$ cat src/rtl/ram_fifo_ctrl.sv
// ram_fifo_ctrl: push/pop FIFO controller driving a 1-cycle-latency dual-port RAM.
// Define ALMOST_FLAGS_EN to add registered almost_full/almost_empty outputs.
module ram_fifo_ctrl #(
    parameter int DATA_W = 128,
    parameter int ADDR_W = 12
`ifdef ALMOST_FLAGS_EN
    ,
    parameter int AF_LVL = 4092,
    parameter int AE_LVL = 4
`endif
) (
    input  logic              clock,
    input  logic              reset,
    input  logic              push,
    input  logic [DATA_W-1:0] push_data,
    output logic              full,
    input  logic              pop,
    output logic [DATA_W-1:0] pop_data,
    output logic              pop_valid,
    output logic              empty,
    output logic [ADDR_W:0]   count,
    output logic              overflow,
    output logic              underflow,
`ifdef ALMOST_FLAGS_EN
    output logic              almost_full,
    output logic              almost_empty,
`endif
    output logic              ram_write_en,
    output logic [ADDR_W-1:0] ram_wr_addr,
    output logic [DATA_W-1:0] ram_data_in,
    output logic              ram_read_en,
    output logic [ADDR_W-1:0] ram_rd_addr,
    input  logic [DATA_W-1:0] ram_data_out
);
    localparam logic [ADDR_W:0] DEPTH = {1'b1, {ADDR_W{1'b0}}};
    localparam logic [ADDR_W:0] ONE   = {{ADDR_W{1'b0}}, 1'b1};
    logic [ADDR_W:0] wr_ptr_q, wr_ptr_d, rd_ptr_q, rd_ptr_d, count_q, count_d;
    logic            pop_valid_q, pop_valid_d, overflow_q, overflow_d, underflow_q, underflow_d;
    logic            push_acc, pop_acc;
`ifdef ALMOST_FLAGS_EN
    localparam logic [ADDR_W:0] AF_C = AF_LVL[ADDR_W:0];
    localparam logic [ADDR_W:0] AE_C = AE_LVL[ADDR_W:0];
    logic            almost_full_q, almost_full_d, almost_empty_q, almost_empty_d;
`endif
    always_comb begin
        push_acc    = push & ~full;
        pop_acc     = pop & ~empty;
        wr_ptr_d    = push_acc ? wr_ptr_q + ONE : wr_ptr_q;
        rd_ptr_d    = pop_acc ? rd_ptr_q + ONE : rd_ptr_q;
        count_d     = (push_acc & ~pop_acc) ? count_q + ONE :
                      (pop_acc & ~push_acc) ? count_q - ONE : count_q;
        pop_valid_d = pop_acc;
        overflow_d  = overflow_q | (push & full);
        underflow_d = underflow_q | (pop & empty);
`ifdef ALMOST_FLAGS_EN
        almost_full_d  = count_d >= AF_C;
        almost_empty_d = count_d <= AE_C;
`endif
    end
    always_ff @(posedge clock) begin
        if (reset) begin
            wr_ptr_q    <= '0;
            rd_ptr_q    <= '0;
            count_q     <= '0;
            pop_valid_q <= 1'b0;
            overflow_q  <= 1'b0;
            underflow_q <= 1'b0;
`ifdef ALMOST_FLAGS_EN
            almost_full_q  <= 1'b0;
            almost_empty_q <= 1'b1;
`endif
        end else begin
            wr_ptr_q    <= wr_ptr_d;
            rd_ptr_q    <= rd_ptr_d;
            count_q     <= count_d;
            pop_valid_q <= pop_valid_d;
            overflow_q  <= overflow_d;
            underflow_q <= underflow_d;
`ifdef ALMOST_FLAGS_EN
            almost_full_q  <= almost_full_d;
            almost_empty_q <= almost_empty_d;
`endif
        end
    end
    assign full         = count_q == DEPTH;
    assign empty        = count_q == '0;
    assign count        = count_q;
    assign pop_valid    = pop_valid_q;
    assign pop_data     = ram_data_out;
    assign overflow     = overflow_q;
    assign underflow    = underflow_q;
    assign ram_write_en = push_acc;
    assign ram_wr_addr  = wr_ptr_q[ADDR_W-1:0];
    assign ram_data_in  = push_data;
    assign ram_read_en  = pop_acc;
    assign ram_rd_addr  = rd_ptr_q[ADDR_W-1:0];
`ifdef ALMOST_FLAGS_EN
    assign almost_full  = almost_full_q;
    assign almost_empty = almost_empty_q;
`endif
endmodule

$ cat config.mk
export PLATFORM = sky130hd
export DESIGN_NAME = ram_fifo_ctrl
export DESIGN_NICKNAME = d
export VERILOG_FILES = /design/src/rtl/ram_fifo_ctrl.sv
export SDC_FILE = /design/constraint.sdc
export NUM_CORES = 1
export LEC_CHECK = 0
export ABC_AREA = 1
export BUFFER_PORTS_ARGS = -buffer_cell sky130_fd_sc_hd__buf_2
export CAP_MARGIN = 20
export CORE_AREA = 2 2 220 222
export DETAILED_ROUTE_END_ITERATION = 8
export DIE_AREA = 0 0 222 224
export GPL_TIMING_DRIVEN = 1
export HOLD_SLACK_MARGIN = 0.08
export PLACE_DENSITY = 0.43
export SYNTH_ARGS = -nofsm -noshare
export SYNTH_HDL_FRONTEND = slang
export SYNTH_SLANG_ARGS = --single-unit
$ cat constraint.sdc
create_clock -name clock -period 5.9 [get_ports clock]
set_input_delay 0.295 -clock clock [delete_from_list [all_inputs] [get_ports clock]]
set_output_delay 0.295 -clock clock [all_outputs]
set_load 0.03 [all_outputs]
# --- After elaboration in Yosys (flattened, before gate mapping) ---
# Index checks and enable logic that the tools add are counted.
word_totals:
  regBits: 42
  input_bits: 260
op_classes:
  add_sub_neg: 4
  n_eq_ne: 1
  n_mux: 2
  bitwise: 12
  n_reduce_logical: 2
ops:
  columns: ["op", "count"]
  rows:
  - ["$add 13x1->13 const B", 3]
  - ["$mux 13", 2]
  - ["$eq 13x13->1 const B", 1]
  - ["$logic_not 13->1", 1]
  - ["$sub 13x1->13 const B", 1]
  - ["$and 1x1->1", 6]
  - ["$not 1->1", 4]
  - ["$or 1x1->1", 2]
  - ["$reduce_bool 2->1", 1]

# --- Depth between registers and ports, before layout ---
# Gate-level depths: netlist of the first run.
logic_depth:
  depth_word: 7
  depth_mapped: 20
  ltp_nobuf: 19

# --- Least setup slack after synthesis of the first run ---
# Ideal clock, no wire load.
synth_path:
  path_type: "register -> register"
  from: "reg count_q[0], in the netlist count[0]"
  to: "reg count_q[5], in the netlist count[5]"
  setup_ns: 0.109
  arrival_ns: 2.614
  setup_slack_ns: 3.176
  stages_incl_launch_ff: 18
  n_path_buf: 1
  synth_period_minus_slack_ns: 2.724
  path_cell_list: "dfxtp_1 -> nor2_1 -> nand3_1 -> nor2_2 -> nand2_2 -> nand2_4 -> inv_2 -> buf_6 -> ha_1 -> inv_1 -> ha_1 -> nand2_1 -> nand3_1 -> a21oi_1 -> or2_1 -> nand3_1 -> nand2_1 -> inv_1"
synth_via:
  elab_chain_cells: 6
  elab_cells_between_ends: 15
  classes_between: "add/sub (2); eq/ne (1); mux (2); bitwise (8); reduce/logical (2)"
synth_rtl:
  columns: ["element", "line", "source"]
  rows:
  - ["from (decl)", "37", "logic [ADDR_W:0] wr_ptr_q, wr_ptr_d, rd_ptr_q, rd_ptr_d, count_q, count_d;"]
  - ["from (signal assigned)", "75", "count_q <= count_d;"]
  - ["$eq 13x13->1 (*)", "85", "assign full = count_q == DEPTH;"]
  - ["$not 1->1 (*)", "46", "push_acc = push & ~full;"]
  - ["$and 1x1->1 (*)", "46", null]
  - ["via ram_write_en", "28", "output logic ram_write_en,"]
  - ["$not 1->1", "51", "(pop_acc & ~push_acc) ? count_q - ONE : count_q;"]
  - ["$and 1x1->1", "51", null]
  - ["$reduce_bool 2->1 (no source line)", null, null]
# The timed path passes the listed nets; every way through them passes the cells marked *. The select of a mux whose other input is x is not followed.
# A chain may end at the register's enable or synchronous reset.

# --- Worst setup path after layout of the first run ---
layout_path:
  from: "reg count_q[0], in the netlist count[0]"
  to: "reg count_q[7], in the netlist count[7]"
layout_via:
  elab_chain_cells: 6
  elab_cells_between_ends: 15
  classes_between: "add/sub (2); eq/ne (1); mux (2); bitwise (8); reduce/logical (2)"
layout_rtl:
  columns: ["element"]
  rows:
  - ["branches (longest 6 deep; another with $sub 13x1->13)"]
# Several ways; the timed one is not identified. The select of a mux whose other input is x is not followed.

==> flow_summary.yaml, run 1 <==
logic_synthesis:
  synth_edf_count: 0
  async_flop_share: 0
  synth.net_count: 964
  ys_top_cells_by_count: "256 x buf_4, 138 x nand2_1, 74 x inv_1, 40 x dfxtp_1, 32 x a21oi_1"
  ys_seq_area_frac: 0.170
  synthCells: 689
  post_synth.cell_area_avg_um2: 6.85
  synth_top_area_share: 0.407
  yosys.area.top_type: "buf_4"
  synth_area_um2: 4720
  synth.distinct_cells: 28
  yosysMostFrequentCell: "buf_4"
  synthTopCellsByArea: "buf_4 41%, dfxtp_1 17%, nand2_1 11%"
  ys.warnings.count: 0
  ys_ff_latch: 40
  synth_flop_cell: "dfxtp_1"
placement:
  place_congestion: 0.758
  dp_hpwl_mm: 11.0
  place_ws_ps: 2510
  port-buffer-count: 47
clock_network:
  cts-root-buf: "clkbuf_16"
  cts-resized-gates: 0
  cts_hold_buf: 0
  cts_made_buffers: 5
  cts.path.max_buffers: 2
  clk_latency_ps: 300
  cts_tree: "built"
  clkTransAtPathRegs_ps: 70
  htreeDepth: 2
  post_cts_buffers: 0
  clkSinkCount: 40
critical_path:
  worst_ep_arrival_time_ps: 3550
  cp_max_fo: 14
  slowest_delay_ps: 460
  worst_setup_path_end_kind: "flop"
  critPathKind: "reg -> reg"
  crit_slowest_cell: "dfxtp_1"
  crit_required_ps: 6110
  crit_top_cell: "nand2_1"
  crit_path_cell_trace: "nor2_1 > nand3_1 > nor2_2 > nand2_2 > nand2_4 > inv_2 > ha_1 > inv_1 > ha_1 > nand2_1 > nand3_1 > nand2_1 > nand2_1 > xnor2_1 > nand2_1 > nand2_1 > inv_1"
  start_kind: "flop"
cells_and_area:
  n_antenna_cell: 0
  areaGrowthSynthToFinish_pct: -17.2
  fillerInstances: 5554
  seqCellArea_um2: 801
  fin_nets: 752
  layout-drive-gt1-share: 0.176
  multi_input_area_um2: 1630
die:
  dieWidth_um: 222
  core_area_um2: 47300
  ios: 560
  die_h_um: 224
  placementRows: 80
  floorplan.initialDensity: 0.0997
  fp.dieArea_um2: 49700
timing:
  timing.fmax_ghz: 0.299
  rsz0062_at_grt: "no"
  hold_viol_final: 0
  slew_viol_final: 0
  setup_violations: 0
  fin_skew_ps: 10.0
  period_needed_ps: 3340
  fin_crit_sh: 0.567
  fin_ws_ps: 2560
  max-slew-margin-rel: 0.296
  setup_tns_ps: 0
  tightest_slew_ps: 1060
detailed_routing:
  wl_mm: 13.8
  vias: 3125
  ant_nets: 0
  met1_length_mm: 4.54
  drc: 0
  dr_wl_met2_mm: 5.84
  wl_met3_mm: 1.92
  first_pass_iters: 4
  vias_per_cell: 2.86
  drt_iter0_markers: 90
  routedWlPerCell_um: 12.7
  dr.max_layer_used: "met4"
grt:
  grt_overflow: 0
  grt_pass1_vias: 3102
  grt_pass1_wl_mm: 20.1
  grt_max_degree: 41
  groute.usage.overall: 0.0546
  antenna_found_initial: 0
power:
  switchingPower_mw: 0.606
  power.internal_mw: 0.751
  p_clk_frac: 0.272
  p_per_area_nw_per_um2: 347
  vdd_ir_drop_max_uv: 135
  power_frac_seq: 0.258
  swShare: 0.446
  leakagePower_nw: 1.61
  p_comb_frac: 0.470
outcome:
  status: "complete, no violations"
run:
  drv_cap: 0
hold_path:
  min_path_type: "in -> reg"
-- state kept, by name (all words and copies together) (netlist names) --
signal and flops:
wr_ptr_q 12, rd_ptr_q 12, underflow 1, pop_valid 1
overflow 1, count 13
-- per-layer routing --
layer / vias up / global-route usage
met5: - / 0
met2: 242 / 0.0812
li1: 1437 / -
met4: 0 / 0.0669
met3: 115 / 0.0319
met1: 1331 / 0.0475
-- final timing paths --
kind,to,slack (ps),depth (start not counted),from
setup / recovery,count[7],2560,17,count[0]
setup reg to reg,count[7],2560,17,count[0]
hold reg to reg,underflow,450,2,underflow
hold / removal,underflow,320,3,pop
-- power by group through the flow --
| stage | combinational, mW | clock [mW] | sequential, mW |
|---|---|---|---|
| floorplan | 0.739 | 0 | 0.414 |
| global placement | 0.653 | 0 | 0.358 |
| detailed placement | 0.648 | 0 | 0.358 |
| CTS | 0.651 | 0.390 | 0.352 |
| global route | 0.732 | 0.396 | 0.357 |
| finish | 0.638 | 0.369 | 0.350 |
-- through the flow --
stage                     hold WS (ps)  utilization  total power [mW]  std cells  area [um2]
after floorplan                    440            -              1.15        689        4720
after global placement             441       0.0786              1.01       1085        3720
after detailed placement           441       0.0786              1.01       1085        3720
after CTS                          318       0.0826              1.39       1092        3910
after global routing               333       0.0826              1.48       1092        3910
final                              318       0.0826              1.36       1092        3910
-- cells by family after synthesis --
kind of cell / synth area share
AOI/OAI and AO/OA: 0.0594
xor gates and xnor gates: 0.0371
adders and majority gates: 0.0414
buffers and inverters: 0.485
DFF: 0.170
and+or+nand+nor: 0.207
-- critical path, delay by kind of cell, from the launching register on --
| family | cells | cell delay [ps] |
|---|---|---|
| and+or+nand+nor | 11 | 1420 |
| adders and majority gates | 2 | 640 |
| buffers and inverters | 3 | 560 |
| DFF | 1 | 460 |
| xor gates and xnor gates | 1 | 150 |
-- layout by cell type, fill, tap and decap left out, drive strengths merged --
cell type	netlist	routed
a21oi	44	44
buf	262	47
bufinv	0	2
clkbuf	4	5
clkinv	1	1
dfxtp	40	40
fa	1	1
ha	14	14
inv	76	76
nand2	150	150
nand3	29	29
nand4	12	12
nor2	24	24
nor3	7	7
o21ai	3	3
or2	2	2
xnor2	5	5
xor2	15	15
-- final cells by class --
| class | count | share of cell area |
|---|---|---|
| Multi-Input combinational cell | 306 | 0.417 |
| Inverter | 77 | 0.0739 |
| Clock inverter | 2 | 0.0154 |
| Clock buffer | 5 | 0.0320 |
| Tap cell | 615 | 0.197 |
| Timing Repair Buffer | 47 | 0.0602 |
| Sequential cell | 40 | 0.205 |
No activity file was read; power rests on OpenSTA's default activity.
==> run 2: changes to the inputs <==
- CORE_AREA: 2 2 220 222 -> 2 2 216 218
- DIE_AREA: 0 0 222 224 -> 0 0 218 220
- PLACE_DENSITY: 0.43 -> 0.44
- clock period: 5.9 -> 3.1 ns (I/O delays scaled with it)
==> flow_summary.yaml, run 2 (synthesis gave the netlist of run 1 again) <==
critical_path:
  crit_path_cell_trace: "inv_1 > nand4_1 > nor2_1 > nand2_2 > nand2_4 > inv_2 > ha_1 > inv_1 > ha_1 > nand2_1 > nand3_1 > a21oi_1 > or2_1 > nand3_1 > nand2_1 > inv_1"
  worst_ep_arrival_time_ps: 3020
  start_kind: "flop"
  slowest_delay_ps: 400
  cp-startpoint: "count[9]"
  crit_required_ps: 3310
  crit_top_cell: "inv_1"
  reg2reg_from: "count[9]"
  worst_setup_path_end_kind: "flop"
  path_buf_inv: 4
  cp_max_fo: 12
  crit_slowest_cell: "ha_1"
  critPathKind: "reg -> reg"
  crit_family: "simple AND/OR/NAND/NOR gates"
clock_network:
  htreeDepth: 2
  clk_latency_ps: 310
  clkTransAtPathRegs_ps: 70
  cts_made_buffers: 5
  cts_tree: "built"
  cts-root-buf: "clkbuf_16"
  cts-resized-gates: 0
  cts.path.max_buffers: 2
  post_cts_buffers: 0
  clkSinkCount: 40
  cts_hold_buf: 0
power:
  totalPowerFinal_mw: 2.57
  p_per_area_nw_per_um2: 649
  power_frac_seq: 0.253
  p_clk_frac: 0.259
  switchingPower_mw: 1.17
  power.internal_mw: 1.40
  swShare: 0.456
  p_comb_frac: 0.488
  leakagePower_nw: 1.65
  vdd_ir_drop_max_uv: 223
timing:
  setup_tns_ps: 0
  hold_viol_final: 0
  tightest_slew_ps: 458
  period_needed_ps: 2810
  max-slew-margin-rel: 0.694
  rsz0062_at_grt: "no"
  fin_crit_sh: 0.907
  timing.fmax_ghz: 0.356
  fin_skew_ps: 6.20
  setup_violations: 0
  slew_viol_final: 0
cells_and_area:
  fin_nets: 759
  mostFrequentLayoutCells: "138 x nand2_1, 74 x inv_1, 47 x buf_2"
  final_cells: 1092
  largest_register_ffs: 13
  multi_input_area_um2: 1630
  layout-drive-gt1-share: 0.190
  n_antenna_cell: 0
  post-route-util: 0.0863
  areaGrowthSynthToFinish_pct: -16.1
  final_common_cell: "nand2_1"
  seqCellArea_um2: 801
  fillerInstances: 5458
die:
  die_h_um: 220
  ios: 560
  placementRows: 79
  dieWidth_um: 218
  fp.dieArea_um2: 48000
  floorplan.initialDensity: 0.103
  core_area_um2: 45900
detailed_routing:
  ant_nets: 0
  wl_mm: 14.5
  drc: 0
  first_pass_iters: 5
  vias_per_cell: 2.91
  routedWlPerCell_um: 13.3
  vias: 3176
  drt_iter0_markers: 136
grt:
  grt_overflow: 0
  grt_pass1_wl_mm: 19.8
  grt_max_degree: 41
  antenna_found_initial: 0
  groute.usage.overall: 0.0578
  grt_pass1_vias: 3025
placement:
  dp_hpwl_mm: 11.4
  placed_cells: 1083
  place_congestion: 0.761
  port-buffer-count: 47
hold_path:
  min_path_type: "in -> reg"
  min_from: "reset"
outcome:
  status: "complete, no violations"
run:
  drv_cap: 0
## run 2: area by class of cell
class                   instances  area share
multi-input cells             306       0.412
inverters                      77      0.0731
flip-flops and latches         40       0.202
repair buffers                 54      0.0759
clock buffers                   6      0.0351
well taps                     607       0.192
clock inverters                 2     0.00980
## run 2: worst paths after layout
kind	end	cells after the start	slack [ps]
worst max-delay path	count[5]	16	290
worst min-delay path	rd_ptr_q[10]	2	150
worst max register to register	count[5]	16	290
worst min register to register	overflow	2	450
## run 2: power by group through the flow
stage	Clock [mW]	Sequential (mW)	Combinational [mW]
4_1_cts	0.721	0.655	1.26
3_3_place_gp	0	0.664	1.25
2_1_floorplan	0	0.787	1.41
5_1_grt	0.718	0.663	1.41
3_5_place_dp	0	0.666	1.25
6_report	0.664	0.650	1.25
## run 2: per-stage QoR
step	cell area [um2]	worst slack (ps)	hold WS (ps)
3_3_place_gp	3760	272	310
5_1_grt	3960	38.7	170
6_report	3960	288	151
2_1_floorplan	4720	376	300
4_1_cts	3940	234	146
3_5_place_dp	3760	255	310
## run 2: worst register-to-register path, stage by stage, from the launching register on
cell	delay, ps
dfxtp_1	350
inv_1	90
nand4_1	160
nor2_1	150
nand2_2	90
nand2_4	70
inv_2	40
ha_1	210
inv_1	360
ha_1	400
nand2_1	120
nand3_1	190
a21oi_1	210
or2_1	120
nand3_1	60
nand2_1	60
inv_1	30
## run 2: routing by layer
layer	vias up	track usage	wire, um
met5	-	0.00833	53
met3	133	0.0323	1990
met1	1365	0.0529	4970
met2	223	0.0840	6050
li1	1453	-	-
met4	2	0.0680	1450
